`config.mk`:
```
export PLATFORM = sky130hd
export DESIGN_NAME = wb_master_engine_flat
export DESIGN_NICKNAME = d
export VERILOG_FILES = /design/src/rtl/wb_master_engine_if.sv /design/src/rtl/wb_master_engine.sv /design/src/flat_wrapper.sv
export SDC_FILE = /design/constraint.sdc
export NUM_CORES = 1
export LEC_CHECK = 0
export ABC_CLOCK_PERIOD_IN_PS = 13600
export CORE_ASPECT_RATIO = 0.5
export CORE_MARGIN = 2
export CORE_UTILIZATION = 41
export DETAILED_ROUTE_END_ITERATION = 16
export GPL_TIMING_DRIVEN = 0
export SLEW_MARGIN = 20
export SYNTH_ARGS = -nofsm -noshare
export SYNTH_HDL_FRONTEND = slang
export SYNTH_SLANG_ARGS = --single-unit
export TNS_END_PERCENT = 30
```
`constraint.sdc`:
```
create_clock -name clk -period 13.6 [get_ports clk]
set_input_delay 2.04 -clock clk [delete_from_list [all_inputs] [get_ports clk]]
set_output_delay 2.04 -clock clk [all_outputs]
set_load 0.005 [all_outputs]
```
`src/rtl/wb_master_engine_if.sv`:
```
// Wishbone B4 classic bus bundle between the master engine and a slave.
// Signal names keep the Wishbone _O/_I suffixes as seen from the master.
interface wb_master_engine_if #(
  parameter int unsigned DATA_W = 64,
  parameter int unsigned ADR_W  = 64
);
  logic                  CYC_O;
  logic                  STB_O;
  logic                  WE_O;
  logic                  LOCK_O;
  logic [ADR_W-1:0]      ADR_O;
  logic [DATA_W-1:0]     DAT_O;
  logic [DATA_W/8-1:0]   SEL_O;
  logic [DATA_W-1:0]     DAT_I;
  logic                  ACK_I;
  logic                  ERR_I;
  logic                  RTY_I;

  modport master (
    output CYC_O, STB_O, WE_O, LOCK_O, ADR_O, DAT_O, SEL_O,
    input  DAT_I, ACK_I, ERR_I, RTY_I
  );

  modport slave (
    input  CYC_O, STB_O, WE_O, LOCK_O, ADR_O, DAT_O, SEL_O,
    output DAT_I, ACK_I, ERR_I, RTY_I
  );
endinterface

```
`src/rtl/wb_master_engine.sv`:
```
// Wishbone B4 classic master: command FIFO feeding a transfer FSM with RTY retry/backoff.
// Optional wait-state timeout enabled by defining WB_MASTER_TIMEOUT_EN.
module wb_master_engine #(
  parameter int unsigned DATA_W      = 64,
  parameter int unsigned ADR_W       = 64,
  parameter int unsigned CMD_DEPTH   = 4,
  parameter int unsigned MAX_RETRY   = 3,
  parameter int unsigned BACKOFF     = 2,
  parameter int unsigned TIMEOUT_CYC = 16
) (
  input  logic                  clk,
  input  logic                  rst_n,
  input  logic                  cmd_valid,
  output logic                  cmd_ready,
  input  logic                  cmd_we,
  input  logic [ADR_W-1:0]      cmd_adr,
  input  logic [DATA_W-1:0]     cmd_dat,
  input  logic [DATA_W/8-1:0]   cmd_sel,
  output logic                  rsp_valid,
  input  logic                  rsp_ready,
  output logic [DATA_W-1:0]     rsp_dat,
  output logic [1:0]            rsp_status,
  wb_master_engine_if.master    wb
);
  localparam int unsigned SelW = DATA_W / 8;
  localparam int unsigned PtrW = $clog2(CMD_DEPTH);
  localparam int unsigned CntW = PtrW + 1;
  localparam int unsigned RtyW = $clog2(MAX_RETRY + 2);
  localparam int unsigned BoW  = $clog2(BACKOFF + 2);

  localparam logic [1:0] StsOk  = 2'b00;
  localparam logic [1:0] StsErr = 2'b01;
  localparam logic [1:0] StsRty = 2'b10;
  localparam logic [1:0] StsTmo = 2'b11;

  typedef enum logic [1:0] {StIdle, StCycle, StBackoff, StResp} state_e;

  state_e state_q, state_d;

  logic [ADR_W-1:0]  fifo_adr [CMD_DEPTH];
  logic [DATA_W-1:0] fifo_dat [CMD_DEPTH];
  logic [SelW-1:0]   fifo_sel [CMD_DEPTH];
  logic              fifo_we  [CMD_DEPTH];
  logic [PtrW-1:0]   wr_ptr_q, rd_ptr_q;
  logic [CntW-1:0]   cnt_q;
  logic              full, empty, push, pop, issue, tmo;

  logic              cyc_q, cyc_d, stb_q, stb_d, we_q, we_d;
  logic [ADR_W-1:0]  adr_q, adr_d;
  logic [DATA_W-1:0] dat_q, dat_d, rsp_dat_q, rsp_dat_d;
  logic [SelW-1:0]   sel_q, sel_d;
  logic [1:0]        status_q, status_d;
  logic [RtyW-1:0]   retry_q, retry_d;
  logic [BoW-1:0]    bo_q, bo_d;

  // Readiness depends on occupancy only, so a full FIFO refuses even with a same-cycle pop.
  assign full      = (cnt_q == CntW'(CMD_DEPTH));
  assign empty     = (cnt_q == '0);
  assign cmd_ready = ~full;
  assign push      = cmd_valid & ~full;

  always_ff @(posedge clk) begin
    if (push) begin
      fifo_adr[wr_ptr_q] <= cmd_adr;
      fifo_dat[wr_ptr_q] <= cmd_dat;
      fifo_sel[wr_ptr_q] <= cmd_sel;
      fifo_we[wr_ptr_q]  <= cmd_we;
    end
  end

  always_ff @(posedge clk or negedge rst_n) begin
    if (!rst_n) begin
      wr_ptr_q <= '0;
      rd_ptr_q <= '0;
      cnt_q    <= '0;
    end else begin
      if (push) wr_ptr_q <= wr_ptr_q + PtrW'(1);
      if (pop)  rd_ptr_q <= rd_ptr_q + PtrW'(1);
      case ({push, pop})
        2'b10:   cnt_q <= cnt_q + CntW'(1);
        2'b01:   cnt_q <= cnt_q - CntW'(1);
        default: cnt_q <= cnt_q;
      endcase
    end
  end

  always_comb begin
    state_d   = state_q;
    cyc_d     = cyc_q;
    stb_d     = stb_q;
    we_d      = we_q;
    adr_d     = adr_q;
    dat_d     = dat_q;
    sel_d     = sel_q;
    rsp_dat_d = rsp_dat_q;
    status_d  = status_q;
    retry_d   = retry_q;
    bo_d      = bo_q;
    pop       = 1'b0;
    issue     = 1'b0;
    case (state_q)
      StIdle: issue = ~empty;
      StCycle: begin
        if (wb.ERR_I || wb.RTY_I || wb.ACK_I || tmo) begin
          cyc_d = 1'b0;
          stb_d = 1'b0;
        end
        if (wb.ERR_I) begin
          status_d  = StsErr;
          rsp_dat_d = '0;
          state_d   = StResp;
        end else if (wb.RTY_I) begin
          if (retry_q < RtyW'(MAX_RETRY)) begin
            retry_d = retry_q + RtyW'(1);
            bo_d    = '0;
            state_d = StBackoff;
          end else begin
            status_d  = StsRty;
            rsp_dat_d = '0;
            state_d   = StResp;
          end
        end else if (wb.ACK_I) begin
          status_d  = StsOk;
          rsp_dat_d = we_q ? '0 : wb.DAT_I;
          state_d   = StResp;
        end else if (tmo) begin
          status_d  = StsTmo;
          rsp_dat_d = '0;
          state_d   = StResp;
        end
      end
      StBackoff: begin
        if (int'(bo_q) + 1 >= int'(BACKOFF)) begin
          cyc_d   = 1'b1;
          stb_d   = 1'b1;
          state_d = StCycle;
        end else begin
          bo_d = bo_q + BoW'(1);
        end
      end
      StResp: begin
        if (rsp_ready) begin
          retry_d = '0;
          state_d = StIdle;
          issue   = ~empty;  // skip IDLE so back-to-back cycles are separated by RESP only
        end
      end
      default: state_d = StIdle;
    endcase
    if (issue) begin
      pop     = 1'b1;
      we_d    = fifo_we[rd_ptr_q];
      adr_d   = fifo_adr[rd_ptr_q];
      dat_d   = fifo_dat[rd_ptr_q];
      sel_d   = fifo_sel[rd_ptr_q];
      cyc_d   = 1'b1;
      stb_d   = 1'b1;
      retry_d = '0;
      state_d = StCycle;
    end
  end

`ifdef WB_MASTER_TIMEOUT_EN
  localparam int unsigned WaitW = $clog2(TIMEOUT_CYC + 1);
  logic [WaitW-1:0] wait_q, wait_d;

  assign tmo = (state_q == StCycle) && (wait_q == WaitW'(TIMEOUT_CYC - 1));

  always_comb begin
    wait_d = wait_q;
    if (state_d == StCycle && state_q != StCycle) wait_d = '0;
    else if (state_q == StCycle)                  wait_d = wait_q + WaitW'(1);
  end

  always_ff @(posedge clk or negedge rst_n) begin
    if (!rst_n) wait_q <= '0;
    else        wait_q <= wait_d;
  end
`else
  assign tmo = 1'b0;
`endif

  always_ff @(posedge clk or negedge rst_n) begin
    if (!rst_n) begin
      state_q   <= StIdle;
      cyc_q     <= 1'b0;
      stb_q     <= 1'b0;
      we_q      <= 1'b0;
      adr_q     <= '0;
      dat_q     <= '0;
      sel_q     <= '0;
      rsp_dat_q <= '0;
      status_q  <= StsOk;
      retry_q   <= '0;
      bo_q      <= '0;
    end else begin
      state_q   <= state_d;
      cyc_q     <= cyc_d;
      stb_q     <= stb_d;
      we_q      <= we_d;
      adr_q     <= adr_d;
      dat_q     <= dat_d;
      sel_q     <= sel_d;
      rsp_dat_q <= rsp_dat_d;
      status_q  <= status_d;
      retry_q   <= retry_d;
      bo_q      <= bo_d;
    end
  end

  assign wb.CYC_O    = cyc_q;
  assign wb.STB_O    = stb_q;
  assign wb.WE_O     = we_q;
  assign wb.LOCK_O   = 1'b0;
  assign wb.ADR_O    = adr_q;
  assign wb.DAT_O    = dat_q;
  assign wb.SEL_O    = sel_q;
  assign rsp_valid   = (state_q == StResp);
  assign rsp_dat     = rsp_dat_q;
  assign rsp_status  = status_q;
endmodule

```
`src/flat_wrapper.sv`:
```
// flat-port wrapper written by rule: the top's interface ports become plain ports
module wb_master_engine_flat 
#(
  parameter int unsigned DATA_W      = 64,
  parameter int unsigned ADR_W       = 64,
  parameter int unsigned CMD_DEPTH   = 4,
  parameter int unsigned MAX_RETRY   = 3,
  parameter int unsigned BACKOFF     = 2,
  parameter int unsigned TIMEOUT_CYC = 16
)
  (clk, rst_n, cmd_valid, cmd_ready, cmd_we, cmd_adr, cmd_dat, cmd_sel, rsp_valid, rsp_ready, rsp_dat, rsp_status, wb_CYC_O, wb_STB_O, wb_WE_O, wb_LOCK_O, wb_ADR_O, wb_DAT_O, wb_SEL_O, wb_DAT_I, wb_ACK_I, wb_ERR_I, wb_RTY_I);
  wb_master_engine_if #(.DATA_W(DATA_W), .ADR_W(ADR_W)) wb_i ();
  input  logic clk;
  input  logic rst_n;
  input  logic cmd_valid;
  output logic cmd_ready;
  input  logic cmd_we;
  input  logic [ADR_W-1:0] cmd_adr;
  input  logic [DATA_W-1:0] cmd_dat;
  input  logic [DATA_W/8-1:0] cmd_sel;
  output logic rsp_valid;
  input  logic rsp_ready;
  output logic [DATA_W-1:0] rsp_dat;
  output logic [1:0] rsp_status;
  output wire logic [$bits(wb_i.CYC_O)-1:0] wb_CYC_O;
  output wire logic [$bits(wb_i.STB_O)-1:0] wb_STB_O;
  output wire logic [$bits(wb_i.WE_O)-1:0] wb_WE_O;
  output wire logic [$bits(wb_i.LOCK_O)-1:0] wb_LOCK_O;
  output wire logic [$bits(wb_i.ADR_O)-1:0] wb_ADR_O;
  output wire logic [$bits(wb_i.DAT_O)-1:0] wb_DAT_O;
  output wire logic [$bits(wb_i.SEL_O)-1:0] wb_SEL_O;
  input wire logic [$bits(wb_i.DAT_I)-1:0] wb_DAT_I;
  input wire logic [$bits(wb_i.ACK_I)-1:0] wb_ACK_I;
  input wire logic [$bits(wb_i.ERR_I)-1:0] wb_ERR_I;
  input wire logic [$bits(wb_i.RTY_I)-1:0] wb_RTY_I;
  assign wb_CYC_O = wb_i.CYC_O;
  assign wb_STB_O = wb_i.STB_O;
  assign wb_WE_O = wb_i.WE_O;
  assign wb_LOCK_O = wb_i.LOCK_O;
  assign wb_ADR_O = wb_i.ADR_O;
  assign wb_DAT_O = wb_i.DAT_O;
  assign wb_SEL_O = wb_i.SEL_O;
  assign wb_i.DAT_I = wb_DAT_I;
  assign wb_i.ACK_I = wb_ACK_I;
  assign wb_i.ERR_I = wb_ERR_I;
  assign wb_i.RTY_I = wb_RTY_I;
  wb_master_engine #(.DATA_W(DATA_W), .ADR_W(ADR_W), .CMD_DEPTH(CMD_DEPTH), .MAX_RETRY(MAX_RETRY), .BACKOFF(BACKOFF), .TIMEOUT_CYC(TIMEOUT_CYC)) u_core (.clk(clk), .rst_n(rst_n), .cmd_valid(cmd_valid), .cmd_ready(cmd_ready), .cmd_we(cmd_we), .cmd_adr(cmd_adr), .cmd_dat(cmd_dat), .cmd_sel(cmd_sel), .rsp_valid(rsp_valid), .rsp_ready(rsp_ready), .rsp_dat(rsp_dat), .rsp_status(rsp_status), .wb(wb_i));
endmodule
```
==> summary.md <==
| Metric | Value |
|---|---|
| Status | finished, final reports clean |
| Placed instance count | 2736 |
| Layout cell share with drive strength beyond 1 | approximately 23% |
| Clock Latency Late Sink | around 610 ps |
| Routed wire per std cell | 23.1 um |
| Final hold vios | 0 |
| Worst Setup Start Kind | input port |
| Synth Area per Inst | about 20 um^2 |
| Final worst-path cycle share | between 20% and 30% |
| Clock sink count | roughly 770 |
| Routability Congestion | between 0.8 and 0.9 |
| F_max | 0.248 GHz |
| Hold Slack | between 400 and 500 ps |
| Fin Setup TNS | 0 ps |
| Initial Util | 41.3% |
| Rows | 68 |
| Switching Power | around 2.3 mW |
| Max_slew headroom | between 40% and 50% |
| Int Pwr | between 5 and 6 mW |
| Pre-CTS WS | approximately 9000 ps |
| Comb pwr share | between 30% and 40% |
| Synthesis-to-layout area growth | 27.9% |
| DR vias/cell | just over 5 |
| GRT Overall Usage | between 10% and 20% |
| Gate Count Post-Synth | between 1000 and 1500 |
| Min Tclk post-route | roughly 4000 ps |
| Overflow after GRT | 0 |
| Slew of the pin with the lowest slew margin | roughly 830 ps |
| Util after Layout | a little over half |
| Drt first pass iters | 6 |
| Ports | around 420 |
| Initial DRC Count | 1068 |
| Setup violators final | 0 |
| Part of the power in registers | between 40% and 50% |
| H-tree Lvls | 3 |
| HPWL Detailed | between 40000 and 50000 um |
| Leak | approximately 13 nW |
| Worst Skew | roughly 21 ps |
| Setup Buffers After CTS | 0 |
| Post-Syn Nets | 1615 |
| Antenna-violating nets left | 0 |
| CTS Buffer Depth | 3 |
| Width of the die | 377 um |
| Clock power share | 24.3% |
| Max-Cap Viols | 0 |
| Vias | about 15000 |
| Post-CTS Hold Fix Bufs | 0 |
| Post-route DRC | 0 |
| Worst-path clk slew | approximately 60 ps |
| Synth Register Bits | between 700 and 800 |
| Sequential cell area fraction in the yosys report | 77.0% |
| Core Box Area | 68800 um^2 |
| Largest net degree at the start of global routing | 70 |
| Crit. End Element | flip-flop |
| Non-Filler Instances | roughly 2900 |
| Die H | 190 um |
| RSZ-0062 raised after global routing | false |
| Max-slew violation count | 0 |
| Yosys cell types | 42 |
| CTS Buf Count | 70 |
| Pwr per Cell Area | ~220 nW/um^2 |
| Global-route wire length before repair | 97600 um |
| Sw frac | between 20% and 30% |
| Critical Path AT | about 4600 ps |
| Final worst setup slack | about 9600 ps |
| Yosys Warn Count | 0 |
| Hold Crit Class | flip-flop to flip-flop |
| Port buffer count | between 400 and 500 |
| Antenna violations before repair | 4 |
| Routed wire length | ~66000 um |
| Post-CTS resize count | 0 |
| Die ar. | 71600 um^2 |
| Critical path fanouts, max | 10 |
| Worst vdd ir | approximately 0.000099 V |
| Critical path type | input port to flip-flop |
| Root Buffer | clkbuf_16 |
| WP data required | between 10000 and 15000 ps |
| Vias in the first global route | about 15000 |
| Post-Syn Area | between 20000 and 30000 um^2 |
| Nets | ~2100 |
| CTS tree | built |
[power groups by stage]
| stage | combinational (mW) | sequential (mW) | clock, mW |
|---|---|---|---|
| final | 2.64 | 3.41 | 1.94 |
| after global routing | 2.84 | 3.47 | 2.08 |
| after CTS | 2.71 | 3.42 | 1.99 |
| after detailed placement | 2.71 | 3.46 | 0 |
| after global placement | 2.61 | 3.56 | 0 |
| after floorplan | 1.42 | 3.48 | 0 |
[cells in the final DEF, fill, tap and decap left out, types with 3 or more instances in the layout]
master and instances:
o21ai_0 65, ha_1 11, a21oi_1 6, edfxtp_1 548, xnor2_1 3, buf_1 3, inv_1 12, nand3_1 3
nand2b_1 3, buf_16 10, buf_12 7, clkdlybuf4s50_1 413, buf_6 15, xor2_1 3, bufinv_16 5, buf_2 15
clkinv_1 8, mux2_2 138, inv_6 3, clkbuf_1 38, clkinv_2 15, nor3_1 4, buf_4 17, nor2_1 6
clkbuf_2 3, clkbuf_16 72, and3_4 4, diode_2 4, nand2_1 135, mux4_2 136, dfrtp_1 218, o21ai_1 5
[cells by family after synthesis]
| kind of cell | synth area share, % |
|---|---|
| AND/OR/NAND/NOR | 2.41 |
| AO/OA/AOI/OAI | 1.62 |
| adder cells (fa/ha/maj) | 0.554 |
| multiplexers | 16.4 |
| other | 0.0132 |
| buffers and inverters | 1.79 |
| XOR/XNOR | 0.185 |
| flip-flops | 77.0 |
[cell type report]
cell class	count	area [um^2]
fill	5451	32400
sequential	766	21900
multi-input combinational	546	6040
timing repair buffer	431	4560
clock buffer	94	1900
tap	910	1140
buffer	71	465
clock inverter	34	313
inverter	12	45.0
antenna	4	10.0
[synthesized netlist by cell type (all sizes together)]
master	instances	share of area (%)
a21bo	1	0.035
nand4b	1	0.031
nand3	3	0.053
dfrtp	218	19
fa	1	0.070
and2	1	0.022
a222oi	1	0.035
mux2	138	5.5
nand2b	3	0.066
o21ai	70	1.2
a22o	1	0.031
a21o	1	0.026
a211o	1	0.031
a31oi	2	0.044
ha	11	0.48
mux4	137	11
nor3	6	0.14
a21oi	6	0.11
edfxtp	548	58
a221oi	1	0.031
nand3b	1	0.026
and3	4	0.088
buf	50	1.3
nor2b	2	0.044
clkbuf	21	0.29
nand2	135	1.8
conb	1	0.013
xnor2	3	0.092
xor2	3	0.092
nor2	6	0.079
nor4b	1	0.031
inv	12	0.16
o31ai	2	0.053
mux2i	2	0.070
nor3b	1	0.044
[through the flow]
| step | instance area (um^2) | total power, mW |
|---|---|---|
| 4_1_cts | 36400 | 8.12 |
| 2_1_floorplan | 28400 | 4.90 |
| 3_5_place_dp | 34200 | 6.17 |
| 5_1_grt | 36400 | 8.39 |
| 6_report | 36400 | 7.99 |
| 3_3_place_gp | 33700 | 6.17 |
[sequential cells by signal, summed over array words and instances, names as in the netlist]
name and flops:
u_core.fifo_adr 256, u_core.fifo_dat 256, u_core.rsp_dat 64, u_core.wb.ADR_O 64, u_core.wb.DAT_O 64, u_core.fifo_sel 32, u_core.wb.SEL_O 8, u_core.fifo_we 4
u_core.cnt_q 3, u_core.retry_q 3, u_core.bo_q 2, u_core.rd_ptr_q 2, u_core.rsp_status 2, u_core.state_q 2, u_core.wr_ptr_q 2, u_core.wb.CYC_O 1
u_core.wb.WE_O 1
[final timing paths]
check                                               from                               to  slack, ps  cells past startpoint
max in group asynchronous                          rst_n  u_core.wb.ADR_O[13]$_DFFE_PN0P_      10930                      4
max reg2reg                u_core.state_q[0]$_DFFE_PN0P_      u_core.cnt_q[2]$_DFFE_PN0P_      10680                     12
min in group asynchronous                          rst_n   u_core.rsp_dat[50]$_DFFE_PN0P_       1260                      1
min reg2reg                u_core.rsp_dat[9]$_DFFE_PN0P_    u_core.rsp_dat[9]$_DFFE_PN0P_        480                      2
min                        u_core.rsp_dat[9]$_DFFE_PN0P_    u_core.rsp_dat[9]$_DFFE_PN0P_        480                      2
max                                            rsp_ready      u_core.cnt_q[2]$_DFFE_PN0P_       9580                     11
[metal layers]
metal  GRT usage, %  part of all wire [%]  vias up  wire length (um)
li1               -                     -     6454                 -
met1           23.8                    41     7733             27100
met2           32.4                    54      252             35500
met3           2.99                   3.1       88              2060
met4           5.65                   2.3        2              1520
met5              0                 0.018        -                12
[critical path, stage by stage]
cell and delay (ps):
clkdlybuf4s50_1 510, a21oi_1 100, nor3_2 300, buf_2 320, buf_4 250, ha_1 200, inv_1 60, fa_1 370
xor2_1 150, nor2_1 110, xor2_1 150
(Power assumes the default switching activity.)
